## config.mk

```make
export PLATFORM = sky130hd
export DESIGN_NAME = difftest_lrsc_arbiter
export DESIGN_NICKNAME = d
export VERILOG_FILES = /design/src/rtl/difftest_lrsc_pkg.sv /design/src/rtl/lrsc_event_fifo.sv /design/src/rtl/difftest_lrsc_arbiter.sv
export SDC_FILE = /design/constraint.sdc
export NUM_CORES = 1
export LEC_CHECK = 0
export BUFFER_PORTS_ARGS = -buffer_cell sky130_fd_sc_hd__buf_4
export CORE_ASPECT_RATIO = 1.5
export CORE_MARGIN = 10
export CORE_UTILIZATION = 50
export CTS_CLUSTER_SIZE = 28
export DETAILED_ROUTE_END_ITERATION = 8
export GPL_ROUTABILITY_DRIVEN = 0
export GPL_TIMING_DRIVEN = 0
export MAX_ROUTING_LAYER = met4
export PLACE_DENSITY = 0.72
export SYNTH_ARGS = -nofsm -noshare
export SYNTH_HDL_FRONTEND = slang
export SYNTH_HIERARCHICAL = 1
export SYNTH_SLANG_ARGS = --single-unit
```

## constraint.sdc

```tcl
create_clock -name clock -period 3.5 [get_ports clock]
set_input_delay 0.525 -clock clock [delete_from_list [all_inputs] [get_ports clock]]
set_output_delay 0.525 -clock clock [all_outputs]
set_load 0.05 [all_outputs]
```

## src/rtl/difftest_lrsc_pkg.sv

```systemverilog
// Shared types and widths for the LR/SC difftest event arbiter.
// Optional statistics counters are enabled with the DIFFTEST_LRSC_STATS_EN macro.
package difftest_lrsc_pkg;

   typedef struct packed {
      logic       success;
      logic [7:0] coreid;
   } lrsc_evt_t;

   localparam int DROP_CNT_W = 16;
   localparam int STAT_CNT_W = 32;

   localparam logic [DROP_CNT_W-1:0] DROP_CNT_MAX = '1;

endpackage

```

## src/rtl/lrsc_event_fifo.sv

```systemverilog
// Per-core event FIFO holding only the SC success bit; the core id is implied
// by which instance holds the entry. Pointers carry one extra wrap bit so that
// full and empty can be told apart without a separate occupancy counter.
module lrsc_event_fifo #(
   parameter int DEPTH = 4
) (
   input  logic clock,
   input  logic reset_n,
   input  logic push,
   input  logic din,
   input  logic pop,
   output logic dout,
   output logic full,
   output logic empty
);

   localparam int AW = $clog2(DEPTH);

   logic [AW:0]      wr_ptr;
   logic [AW:0]      rd_ptr;
   logic [DEPTH-1:0] mem;

   assign full  = (wr_ptr[AW] != rd_ptr[AW]) && (wr_ptr[AW-1:0] == rd_ptr[AW-1:0]);
   assign empty = (wr_ptr == rd_ptr);
   assign dout  = mem[rd_ptr[AW-1:0]];

   // Storage and pointer update; push and pop may both happen in one cycle.
   always_ff @(posedge clock or negedge reset_n) begin
      if (!reset_n) begin
         wr_ptr <= '0;
         rd_ptr <= '0;
         mem    <= '0;
      end else begin
         if (push && !full) begin
            mem[wr_ptr[AW-1:0]] <= din;
            wr_ptr              <= wr_ptr + (AW+1)'(1);
         end
         if (pop && !empty) begin
            rd_ptr <= rd_ptr + (AW+1)'(1);
         end
      end
   end

endmodule

```

## src/rtl/difftest_lrsc_arbiter.sv

```systemverilog
// Merges LR/SC completion events from N_CORES cores into a single registered
// stream toward the difftest sink, using per-core FIFOs and a round-robin grant.
// Define DIFFTEST_LRSC_STATS_EN to add per-core SC success/failure counters.
module difftest_lrsc_arbiter
   import difftest_lrsc_pkg::*;
#(
   parameter int N_CORES      = 2,
   parameter int DEPTH        = 4,
   parameter int CORE_ID_BASE = 0
) (
   input  logic                    clock,
   input  logic                    reset_n,
   input  logic [N_CORES-1:0]      in_valid,
   input  logic [N_CORES-1:0]      in_success,
   output logic [N_CORES-1:0]      in_ready,
   output logic                    out_valid,
   input  logic                    out_ready,
   output logic                    out_success,
   output logic [7:0]              out_coreid,
   output logic                    overflow,
   output logic [DROP_CNT_W-1:0]   drop_cnt
`ifdef DIFFTEST_LRSC_STATS_EN
   ,
   output logic [N_CORES*STAT_CNT_W-1:0] sc_ok_cnt,
   output logic [N_CORES*STAT_CNT_W-1:0] sc_fail_cnt
`endif
);

   localparam int PTR_W = (N_CORES > 1) ? $clog2(N_CORES) : 1;

   logic [N_CORES-1:0]  fifo_full;
   logic [N_CORES-1:0]  fifo_empty;
   logic [N_CORES-1:0]  fifo_dout;
   logic [N_CORES-1:0]  push_vec;
   logic [N_CORES-1:0]  pop_vec;
   logic [N_CORES-1:0]  drop_vec;

   logic [PTR_W-1:0]    rr_ptr;
   logic [PTR_W-1:0]    rr_next;
   logic [PTR_W-1:0]    grant_idx;
   logic                grant_found;
   logic                grant_succ;
   logic                load;

   logic [DROP_CNT_W:0]   drop_sum;
   logic [DROP_CNT_W-1:0] drop_next;

   lrsc_evt_t out_evt;

   // A slot freed by a pop this cycle is not reusable until the next cycle.
   assign in_ready    = ~fifo_full;
   assign push_vec    = in_valid & ~fifo_full;
   assign drop_vec    = in_valid & fifo_full;
   assign out_success = out_evt.success;
   assign out_coreid  = out_evt.coreid;

   for (genvar i = 0; i < N_CORES; i++) begin : g_fifo
      lrsc_event_fifo #(
         .DEPTH (DEPTH)
      ) u_fifo (
         .clock   (clock),
         .reset_n (reset_n),
         .push    (push_vec[i]),
         .din     (in_success[i]),
         .pop     (pop_vec[i]),
         .dout    (fifo_dout[i]),
         .full    (fifo_full[i]),
         .empty   (fifo_empty[i])
      );
   end

   // Round-robin search: first non-empty FIFO at or above rr_ptr, wrapping.
   always_comb begin
      int idx;
      idx         = 0;
      grant_found = 1'b0;
      grant_idx   = '0;
      grant_succ  = 1'b0;
      for (int k = 0; k < N_CORES; k++) begin
         idx = int'(rr_ptr) + k;
         if (idx >= N_CORES) idx = idx - N_CORES;
         if (!grant_found && !fifo_empty[idx]) begin
            grant_found = 1'b1;
            grant_idx   = PTR_W'(idx);
            grant_succ  = fifo_dout[idx];
         end
      end
   end

   // Output register may take a new event when empty or being drained.
   always_comb begin
      load    = (!out_valid || out_ready) && grant_found;
      rr_next = (int'(grant_idx) == N_CORES - 1) ? '0 : PTR_W'(int'(grant_idx) + 1);
      pop_vec = '0;
      for (int i = 0; i < N_CORES; i++) begin
         pop_vec[i] = load && (int'(grant_idx) == i);
      end
   end

   // Drop total for this cycle, clamped at the counter's maximum.
   always_comb begin
      drop_sum = {1'b0, drop_cnt};
      for (int i = 0; i < N_CORES; i++) begin
         drop_sum = drop_sum + (DROP_CNT_W+1)'(drop_vec[i]);
      end
      drop_next = drop_sum[DROP_CNT_W] ? DROP_CNT_MAX : drop_sum[DROP_CNT_W-1:0];
   end

   // Presented event and round-robin pointer; event fields hold while stalled.
   always_ff @(posedge clock or negedge reset_n) begin
      if (!reset_n) begin
         out_valid <= 1'b0;
         out_evt   <= '0;
         rr_ptr    <= '0;
      end else if (load) begin
         out_valid      <= 1'b1;
         out_evt.success <= grant_succ;
         out_evt.coreid  <= 8'(CORE_ID_BASE + int'(grant_idx));
         rr_ptr         <= rr_next;
      end else if (out_ready) begin
         out_valid <= 1'b0;
      end
   end

   // Sticky overflow flag and saturating drop counter.
   always_ff @(posedge clock or negedge reset_n) begin
      if (!reset_n) begin
         overflow <= 1'b0;
         drop_cnt <= '0;
      end else begin
         overflow <= overflow | (|drop_vec);
         drop_cnt <= drop_next;
      end
   end

`ifdef DIFFTEST_LRSC_STATS_EN
   logic [PTR_W-1:0] out_idx;

   // Remember which requester the presented event came from.
   always_ff @(posedge clock or negedge reset_n) begin
      if (!reset_n) begin
         out_idx <= '0;
      end else if (load) begin
         out_idx <= grant_idx;
      end
   end

   // Per-core wrapping success/failure counters, bumped on each handshake.
   always_ff @(posedge clock or negedge reset_n) begin
      if (!reset_n) begin
         sc_ok_cnt   <= '0;
         sc_fail_cnt <= '0;
      end else if (out_valid && out_ready) begin
         for (int i = 0; i < N_CORES; i++) begin
            if (int'(out_idx) == i) begin
               if (out_evt.success) begin
                  sc_ok_cnt[i*STAT_CNT_W +: STAT_CNT_W] <=
                     sc_ok_cnt[i*STAT_CNT_W +: STAT_CNT_W] + STAT_CNT_W'(1);
               end else begin
                  sc_fail_cnt[i*STAT_CNT_W +: STAT_CNT_W] <=
                     sc_fail_cnt[i*STAT_CNT_W +: STAT_CNT_W] + STAT_CNT_W'(1);
               end
            end
         end
      end
   end
`endif

endmodule

```

==> summary.txt, run 1 <==
Run status
  – Status: complete, no violations

Clock tree
  – Worst-skew pair later-pin latency: 0.30 ns
  – Total CTS buffers: 5
  – PostCTS Resize Cnt: 0
  – Cts hold-fix bufs: 0
  – CTS tree: built
  – H-tree depth: 2
  – Num Clock Sinks: 41
  – Post-CTS setup buffers: 0
  – Root buffer cell: clkbuf_8
  – Clock transition at path regs: 0.08 ns
  – Max Buffers Root-to-Sink: 2

Place
  – DP Wirelength: 3440 um
  – Port-buffer cells: 28

GRT
  – First-pass GRT wire length: 8440 um
  – Vias in the first global route: 1,864
  – Total grt overflow: 0
  – Initial antenna violation count: 0
  – Gr usage total: 0.129
  – Largest net degree at the start of global routing: 42

Floorplan
  – CORE AREA: 4540 sq um
  – Total die area: 7890 sq um
  – Die Ht: 104 um
  – Io pins: 36
  – Initial core utilization: 0.517
  – Chip Width: 76.0 um
  – Std cell rows: 30

Power and ir drop
  – Total power: 2.63 mW
  – Pwr/cell area: 947 nW/um^2
  – Peak supply drop: 0.603 mV
  – Leakage power: 1.31 nW

STA
  – Final period utilization: 0.880
  – Period minus WS final: 3.08 ns
  – Highest attainable clock frequency: 325 MHz
  – Final hold viol count: 0
  – Worst Skew: 0.00993 ns
  – RSZ-0062 raised after global routing: no
  – Slew HR: 0.584
  – Final Max Slew Viols: 0
  – Fin Setup TNS: 0 ns
  – Final setup vio count: 0
  – Worst Hold Margin: 0.206 ns
  – Worst slew pin tran: 0.619 ns

Logic synthesis
  – Synth Instances: 221
  – Post-synth ARST share: 1.00
  – Count leader, synth: dfrtp_1
  – Synth top area cells: dfrtp_1 44%, ha_1 5.9%, mux2_1 5.3%
  – Seq/Total Area, Yosys: 0.437
  – Synthesized area per cell: 10.6 sq um
  – Synth top cells by count: 41 x dfrtp_1, 24 x nand2_1, 15 x a31oi_1
  – Library cells used by synthesis: 47
  – Yosys warns: 6
  – Cell taking the most area after synthesis: dfrtp_1
  – Post-synth EDFFs: 0
  – Netlist Area Pre-Place: 2350 sq um
  – #FFs+latches synth: 41
  – Ys flop type: dfrtp_1
  – Yosys top cell area share: 0.437

Detailed routing
  – Via count: 1,738
  – Drt initial violations: 76
  – Per-cell routed wire length: 14.5 um
  – Final wirelength: 4730 um
  – Routed Antenna Nets: 0
  – Post-route DRC violation count: 0
  – Via/cell ratio: 5.31
  – DR pass1 iterations: 4

Worst setup path
  – WS Path Type: flip-flop to flip-flop
  – CP Data Required Time: 3.68 ns
  – Max FO, Critical Path: 10
  – Crit. End Element: flip-flop
  – Max stage delay cell, worst path: dfrtp_1
  – Critical-path cell list: xnor2_1 -> buf_2 -> nand2_1 -> nor2_1 -> and2_1 -> fa_1 -> ha_1 -> and4_4 -> and3_4 -> and4_1 -> mux2_1
  – Worst setup SP type: flip-flop
  – Slowest stage delay, CP: 0.43 ns
  – CP arrival: 3.26 ns

Cells and area
  – Proportion of layout cells with a drive suffix above 1: 0.221
  – Diodes inserted: 0
  – Final net count: 281
  – Area Growth Syn to Fin: 18.3%
  – # fillers: 394

Flow run
  – Max-cap violations: 0

Worst hold path
  – Worst hold-check path type: input port to asynchronous set/reset pin
## layout by cell type, fill, tap and decap left out, types with 2 or more instances in the layout
cell and n:
a211o_1 2, a21oi_1 4, a31oi_1 15, and2_1 2
buf_2 3, buf_4 35, clkbuf_8 6, conb_1 7
dfrtp_1 41, ha_1 11, inv_1 12, mux2_1 11
mux4_1 2, nand2_1 24, nand2b_1 2, nand3_1 4
nand4_1 5, nor2_1 12, nor2b_1 5, nor3_1 4
nor3b_1 2, nor4_1 2, o211ai_1 2, o21ai_0 4
o31ai_1 3, xnor2_1 9, xnor2_2 3, xor2_1 8
xor2_2 2
## state kept, by name (all words and copies together) (netlist names)
signal	count
out_coreid	1
out_valid	1
overflow	1
rr_ptr	1
g_fifo.u_fifo/wr_ptr	6
g_fifo.u_fifo/rd_ptr	6
g_fifo.u_fifo/mem	8
drop_cnt	16
out_success	1
## critical path, delay by kind of cell, from the launching register on
kind,cells,cell delay [ns]
xor+xnor,1,0.26
mux,1,0.33
flops,1,0.43
fa+ha+maj,2,0.49
buf+inv,1,0.25
simple gates,6,1.20
## layout make-up
class                           count  area [sq um]  area share
Multi-Input combinational cell    162          1220       0.438
Sequential cell                    41          1030       0.369
Timing Repair Buffer               28           210      0.0757
Clock buffer                        7          86.3      0.0311
Buffer                             12          82.6      0.0297
Tap cell                           64          80.1      0.0288
Inverter                           12          45.0      0.0162
Clock inverter                      1          30.0      0.0108
## through the flow
step	setup WS [ns]	instances	cell area (sq um)	utilization
after global routing	0.190	327	2780	0.612
after detailed placement	0.419	319	2660	0.586
after global placement	0.434	319	2660	0.586
after CTS	0.404	327	2780	0.612
final	0.421	327	2780	0.612
after floorplan	0.749	227	2370	-
## logic make-up after synthesis
| family | after synthesis | synth area share |
|---|---|---|
| other | 1 | 0.00160 |
| adders and majority gates | 12 | 0.0671 |
| AOI/OAI and AO/OA | 37 | 0.107 |
| muxes | 15 | 0.0863 |
| xor gates and xnor gates | 22 | 0.0980 |
| buffers and inverters | 24 | 0.0543 |
| and+or+nand+nor | 69 | 0.149 |
| DFF | 41 | 0.437 |
## per-layer routing
metal  GRT usage  wire, um
met4      0.0530        78
met1       0.147      2100
met2       0.208      2360
met3      0.0337       193
met5           -         0
## worst paths after layout
check	to	slack, ns	startpoint	cells after the start
min in group clock	g_fifo[1].u_fifo/mem[2]	0.48	in_success[1]	2
worst min-delay path	g_fifo[1].u_fifo/mem[3]	0.21	reset_n	1
worst min register to register	g_fifo[1].u_fifo/mem[1]	0.48	g_fifo[1].u_fifo/mem[1]	1
max in group asynchronous	g_fifo[1].u_fifo/wr_ptr[0]	2.94	reset_n	1
worst max-delay path	drop_cnt[12]	0.42	g_fifo[1].u_fifo/wr_ptr[1]	11
worst max register to register	drop_cnt[12]	0.42	g_fifo[1].u_fifo/wr_ptr[1]	11
## power breakdown
part | leakage [nW] | total [mW] | internal (mW) | switching [mW]
sequential | 0.506 | 0.838 | 0.648 | 0.190
combinational | 0.746 | 1.40 | 0.552 | 0.845
clock | 0.0585 | 0.396 | 0.233 | 0.164
total | 1.31 | 2.63 | 1.43 | 1.20
Note: power is estimated with default switching activity, not from simulation.
==> run 2: changes to the inputs <==
Settings changed: BUFFER_PORTS_ARGS -buffer_cell sky130_fd_sc_hd__buf_4 to -buffer_cell sky130_fd_sc_hd__clkbuf_2.
==> run 2 against run 1 <==
  * Count of clock-buffer cells in the layout unchanged
  * Final cell count is the same
  * Sequential share of layout area rose by 0.96 points
  * Die area did not move
  * First-iteration DRC count is 11% lower
  * Power is 2.8% lower
  * Routed wire length shrank 4.2%
  * Non-clock buffer count did not move
  * Register-to-register slack hardly changed
  * Critical path type unchanged
==> summary.txt, run 2 (synthesis results as in run 1) <==
Run status
  – Status: complete, no violations

GRT
  – Met2 Use GR: 0.194 (-0.0140)
  – Total grt overflow: 0 (unchanged)
  – Initial antenna violation count: 0 (unchanged)
  – Largest net degree at the start of global routing: 42 (unchanged)
  – Gr usage total: 0.121 (-0.00810)
  – GR Util met3: 0.0372 (+0.00346)
  – Vias in the first global route: 1,724 (-7.5%)
  – GR peak layer: met2
  – First-pass GRT wire length: 7810 um (-7.4%)
  – Met1 usage: 0.137 (-0.0100)

Worst setup path
  – R2r setup slk: 0.41 ns (about the same)
  – CP Data Required Time: 3.68 ns (about the same)
  – R2R cell count: 11 (unchanged)
  – Worst r2r src: g_fifo[1].u_fifo/wr_ptr[1]
  – RR Endpoint: drop_cnt[12]
  – Max FO, Critical Path: 10 (unchanged)
  – Worst setup SP type: flip-flop
  – Crit. End Element: flip-flop
  – WS Path Type: flip-flop to flip-flop
  – CP arrival: 3.27 ns (about the same)

Cells and area
  – Reg with most FFs: drop_cnt
  – Proportion of layout cells with a drive suffix above 1: 0.221 (unchanged)
  – Final net count: 281 (unchanged)
  – Area Growth Syn to Fin: 15.3%
  – Commonest non-fill, non-tap cells in the layout: 41 x dfrtp_1, 28 x clkbuf_2, 24 x nand2_1, 15 x a31oi_1
  – Diodes inserted: 0 (unchanged)
  – Regs by FF count: drop_cnt x16, g_fifo.u_fifo/mem x8
  – Fin cells: 327 (unchanged)
  – Max reg flops: 16 (unchanged)
  – Commonest non-fill, non-tap cell in the layout: dfrtp_1

STA
  – Worst slew pin tran: 1.00 ns (+0.385 ns)
  – Period minus WS final: 3.09 ns (+0.0131 ns)
  – Worst Hold Margin: 0.393 ns (+0.188 ns)
  – Worst Skew: 0.00531 ns (-0.00462 ns)
  – Final Max Slew Viols: 0 (unchanged)
  – RSZ-0062 raised after global routing: no
  – Final hold viol count: 0 (unchanged)
  – Highest attainable clock frequency: 323 MHz (-0.42%)
  – Final setup vio count: 0 (unchanged)
  – Final period utilization: 0.883 (+0.00374)
  – Slew HR: 0.331 (-0.254)
  – Fin Setup TNS: 0 ns (unchanged)

Floorplan
  – CORE AREA: 4540 sq um (unchanged)
  – Die Ht: 104 um (unchanged)
  – Std cell rows: 30 (unchanged)
  – Initial core utilization: 0.517 (unchanged)
  – Io pins: 36 (unchanged)
  – Chip Width: 76.0 um (unchanged)
  – Total die area: 7890 sq um (unchanged)

Clock tree
  – Total CTS buffers: 5 (unchanged)
  – Clock transition at path regs: 0.08 ns (about the same)
  – PostCTS Resize Cnt: 0 (unchanged)
  – Worst-skew pair later-pin latency: 0.29 ns (about the same)
  – Max Buffers Root-to-Sink: 2 (unchanged)
  – Num Clock Sinks: 41 (unchanged)
  – CTS tree: built
  – Root buffer cell: clkbuf_8
  – H-tree depth: 2 (unchanged)
  – Cts hold-fix bufs: 0 (unchanged)
  – Post-CTS setup buffers: 0 (unchanged)

Detailed routing
  – DR pass1 iterations: 4 (unchanged)
  – Post-route DRC violation count: 0 (unchanged)
  – Final wirelength: 4540 um (-4.2%)
  – Via count: 1,722 (-0.92%)
  – Via/cell ratio: 5.27 (-0.92%)
  – Per-cell routed wire length: 13.9 um (-4.2%)
  – Drt initial violations: 68 (-11%)
  – Routed Antenna Nets: 0 (unchanged)

Place
  – DP Cell Count: 319 (unchanged)
  – DP Wirelength: 3410 um (-0.93%)
  – Port-buffer cells: 28 (unchanged)

Worst hold path
  – Worst hold-check path type: input port to asynchronous set/reset pin

Power and ir drop
  – Peak supply drop: 0.617 mV (+2.2%)
  – Pwr/cell area: 945 nW/um^2 (-0.26%)
  – Leakage power: 1.29 nW (-1.5%)

Flow run
  – Max-cap violations: 0 (unchanged)
run 2: changes by cell type in the layout (fill, tap and decap cells not counted), sizes merged:
cell    change
clkbuf     +28
buf        -28
run 2: worst max-delay path, stage by stage (launching register included):
cell and delay (ns):
dfrtp_1 0.44, xnor2_1 0.26, buf_2 0.25, nand2_1 0.09, nor2_1 0.20, and2_1 0.22
fa_1 0.26, ha_1 0.23, and4_4 0.28, and3_4 0.22, and4_1 0.20, mux2_1 0.32
run 2: metrics by stage:
| step | area (sq um) | utilization | setup slack [ns] | power (mW) |
|---|---|---|---|---|
| after floorplan | 2370 | - | 0.749 | 1.90 |
| after global placement | 2590 | 0.571 | 0.440 | 2.15 |
| after detailed placement | 2590 | 0.571 | 0.421 | 2.19 |
| after CTS | 2710 | 0.596 | 0.408 | 2.59 |
| after global routing | 2710 | 0.596 | 0.150 | 2.77 |
| final | 2710 | 0.596 | 0.408 | 2.56 |
run 2: worst max-delay path by stage:
stage,startpoint,endpoint,slack [ns]
finish,g_fifo[1].u_fifo/wr_ptr[1],drop_cnt[12],0.41
global route,g_fifo[1].u_fifo/wr_ptr[1],drop_cnt[12],0.15
CTS,g_fifo[1].u_fifo/wr_ptr[1],drop_cnt[12],0.41
detailed placement,g_fifo[1].u_fifo/wr_ptr[1],drop_cnt[12],0.42
global placement,g_fifo[1].u_fifo/wr_ptr[1],drop_cnt[12],0.44
floorplan,g_fifo[0].u_fifo/wr_ptr[2],drop_cnt[12],0.75
run 2: metal layers:
metal / up-vias / part of all wire
met5: - / 0
met4: 0 / 0.012
met3: 6 / 0.046
met2: 36 / 0.51
met1: 834 / 0.43
li1: 846 / -
run 2: final cells by class:
type,count,area [sq um]
Clock buffer,7,86.3
Multi-Input combinational cell,162,1220
Fill cell,419,1830
Inverter,12,45.0
Clock inverter,1,30.0
Sequential cell,41,1030
Buffer,12,82.6
Timing Repair Buffer,28,140
Tap cell,64,80.1
run 2: where the power goes:
group / internal (mW) / switching, mW
Clock: 0.233 / 0.161
Combinational: 0.511 / 0.821
Sequential: 0.648 / 0.185
Total: 1.39 / 1.17
==> run 3: changes to the inputs <==
Settings changed: CORE_MARGIN 10 to not set, CORE_UTILIZATION 50 to 46, PLACE_DENSITY 0.72 to 0.67.
==> run 3 against run 2 <==
  * Sequential share of layout area is 0.57 points higher
  * Final cell count stayed put
  * Power is 3.7% lower
  * Fmax is 0.98% lower
  * Non-clock buffer count stayed put
  * Routed wire length is 3.2% lower
  * First-iteration DRC count is 13% lower
  * Register-to-register slack worse by 0.03 ns
  * Count of clock-buffer cells in the layout is 2 lower
==> summary.txt, run 3 (synthesis results as in run 1) <==
Clock tree
  – CTS tree: built
  – Num Clock Sinks: 41 (unchanged)
  – Max Buffers Root-to-Sink: 2 (unchanged)
  – Total CTS buffers: 5 (unchanged)
  – Post-CTS setup buffers: 0 (unchanged)
  – Worst-skew pair later-pin latency: 0.29 ns (about the same)
  – Root buffer cell: clkbuf_8
  – Cts hold-fix bufs: 0 (unchanged)
  – Clock transition at path regs: 0.08 ns (about the same)
  – H-tree depth: 2 (unchanged)
  – PostCTS Resize Cnt: 0 (unchanged)

Floorplan
  – Total die area: 5400 sq um (-32%)
  – Die Ht: 89.5 um (-14%)
  – Chip Width: 60.3 um (-21%)
  – CORE AREA: 4890 sq um (+7.6%)
  – Initial core utilization: 0.481 (-0.0365)
  – Std cell rows: 31 (+3.3%)
  – Io pins: 36 (unchanged)

Worst hold path
  – Worst hold-check path type: input port to asynchronous set/reset pin

Cells and area
  – Commonest non-fill, non-tap cell in the layout: dfrtp_1
  – Regs by FF count: drop_cnt x16, g_fifo.u_fifo/mem x8
  – Final net count: 281 (unchanged)
  – Proportion of layout cells with a drive suffix above 1: 0.218 (-0.00214)
  – Diodes inserted: 0 (unchanged)
  – FF/Latch Area: 1030 sq um (unchanged)
  – Commonest non-fill, non-tap cells in the layout: 41 x dfrtp_1, 28 x clkbuf_2, 24 x nand2_1, 15 x a31oi_1
  – Multi-input gate area: 1220 sq um (unchanged)
  – Area Growth Syn to Fin: 13.6%
  – # fillers: 465 (+11%)
  – Max reg flops: 16 (unchanged)
  – Reg with most FFs: drop_cnt

Worst setup path
  – CP arrival: 3.30 ns (+0.03 ns)
  – Critical-path cell list: xnor2_1 -> buf_2 -> nand2_1 -> nor2_1 -> and2_1 -> fa_1 -> ha_1 -> and4_4 -> and3_4 -> and4_1 -> mux2_1
  – Slowest stage delay, CP: 0.44 ns (about the same)
  – WS Path Type: flip-flop to flip-flop
  – Crit path buffers/inverters: 1 (unchanged)
  – Max stage delay cell, worst path: dfrtp_1
  – Crit. End Element: flip-flop
  – CP Data Required Time: 3.68 ns (about the same)
  – Worst setup SP type: flip-flop
  – Max FO, Critical Path: 10 (unchanged)
  – Top delay family on crit path: simple AND/OR/NAND/NOR gates

Detailed routing
  – Final wirelength: 4390 um (-3.2%)
  – Post-route DRC violation count: 0 (unchanged)
  – Routed Antenna Nets: 0 (unchanged)
  – Drt initial violations: 59 (-13%)
  – Per-cell routed wire length: 13.4 um (-3.2%)
  – Via/cell ratio: 5.23 (-0.75%)
  – Via count: 1,709 (-0.75%)
  – DR pass1 iterations: 4 (unchanged)

STA
  – Slew HR: 0.313 (-0.0177)
  – Final hold viol count: 0 (unchanged)
  – Final Max Slew Viols: 0 (unchanged)
  – Fin Setup TNS: 0 ns (unchanged)
  – RSZ-0062 raised after global routing: no
  – Worst Skew: 0.00844 ns (+0.00313 ns)
  – Worst slew pin tran: 1.03 ns (+0.0265 ns)
  – Final period utilization: 0.892 (+0.00878)
  – Final setup vio count: 0 (unchanged)
  – Period minus WS final: 3.12 ns (+0.0307 ns)
  – Highest attainable clock frequency: 320 MHz (-0.98%)
  – Setup ws final: 0.377 ns (-0.0307 ns)

GRT
  – Initial antenna violation count: 0 (unchanged)
  – Total grt overflow: 0 (unchanged)
  – Largest net degree at the start of global routing: 42 (unchanged)
  – First-pass GRT wire length: 7490 um (-4.1%)
  – Gr usage total: 0.191 (+0.0708)
  – Vias in the first global route: 1,661 (-3.7%)

Run status
  – Status: complete, no violations

Place
  – DP Wirelength: 3200 um (-6.1%)
  – Worst slack, placed: 0.379 ns (-0.0428 ns)
  – Port-buffer cells: 28 (unchanged)

Flow run
  – Max-cap violations: 0 (unchanged)

Power and ir drop
  – Pwr/cell area: 924 nW/um^2 (-2.2%)
  – Leakage power: 1.27 nW (-1.4%)
  – Peak supply drop: 0.456 mV (-26%)
run 3: cell count changes in the layout (fill, tap and decap cells not counted):
cell / change
clkinv_2: +1
clkbuf_1: -1
bufinv_16: -1
clkbuf_8: -1
run 3: area by class of cell:
type | count | share of cell area
Multi-Input combinational cell | 162 | 0.456
Inverter | 12 | 0.0169
Timing Repair Buffer | 28 | 0.0525
Buffer | 12 | 0.0310
Clock inverter | 1 | 0.00188
Sequential cell | 41 | 0.385
Clock buffer | 5 | 0.0258
Tap cell | 66 | 0.0310
run 3: worst paths after layout:
kind / start / end / slack (ns) / cells after the start
hold / removal: reset_n / g_fifo[1].u_fifo/rd_ptr[2] / 0.40 / 1
max in group asynchronous: reset_n / g_fifo[0].u_fifo/mem[3] / 2.46 / 1
setup / recovery: g_fifo[1].u_fifo/wr_ptr[1] / drop_cnt[12] / 0.38 / 11
min in group clock: g_fifo[1].u_fifo/mem[1] / g_fifo[1].u_fifo/mem[1] / 0.48 / 1
setup reg to reg: g_fifo[1].u_fifo/wr_ptr[1] / drop_cnt[12] / 0.38 / 11
hold reg to reg: g_fifo[1].u_fifo/mem[1] / g_fifo[1].u_fifo/mem[1] / 0.48 / 1
run 3: worst reg2reg max path, stage by stage, from the launching register on:
cell and delay (ns):
dfrtp_1 0.44, xnor2_1 0.27, buf_2 0.26, nand2_1 0.10, nor2_1 0.20, and2_1 0.24, fa_1 0.27, ha_1 0.24
and4_4 0.28, and3_4 0.22, and4_1 0.20, mux2_1 0.31
run 3: where the power goes:
group	leakage, nW	total, mW	switching, mW	internal (mW)
clock	0.0399	0.288	0.156	0.131
sequential	0.506	0.842	0.193	0.648
combinational	0.726	1.33	0.824	0.511
total	1.27	2.46	1.17	1.29
run 3: per-stage QoR:
step | power, mW | instances | hold WS [ns] | instance area [sq um] | util
after detailed placement | 2.19 | 321 | 0.467 | 2590 | 0.531
after floorplan | 1.90 | 227 | 0.229 | 2370 | -
after global routing | 2.67 | 327 | 0.500 | 2670 | 0.546
final | 2.46 | 327 | 0.397 | 2670 | 0.546
after global placement | 2.15 | 321 | 0.455 | 2590 | 0.531
after CTS | 2.48 | 327 | 0.436 | 2670 | 0.546
run 3: routing by layer:
layer	global-route usage	vias up	wire, um
met5	-	-	0
met4	0.0761	0	85
met3	0.0362	8	139
met2	0.328	39	2220
met1	0.215	819	1940
li1	-	843	-
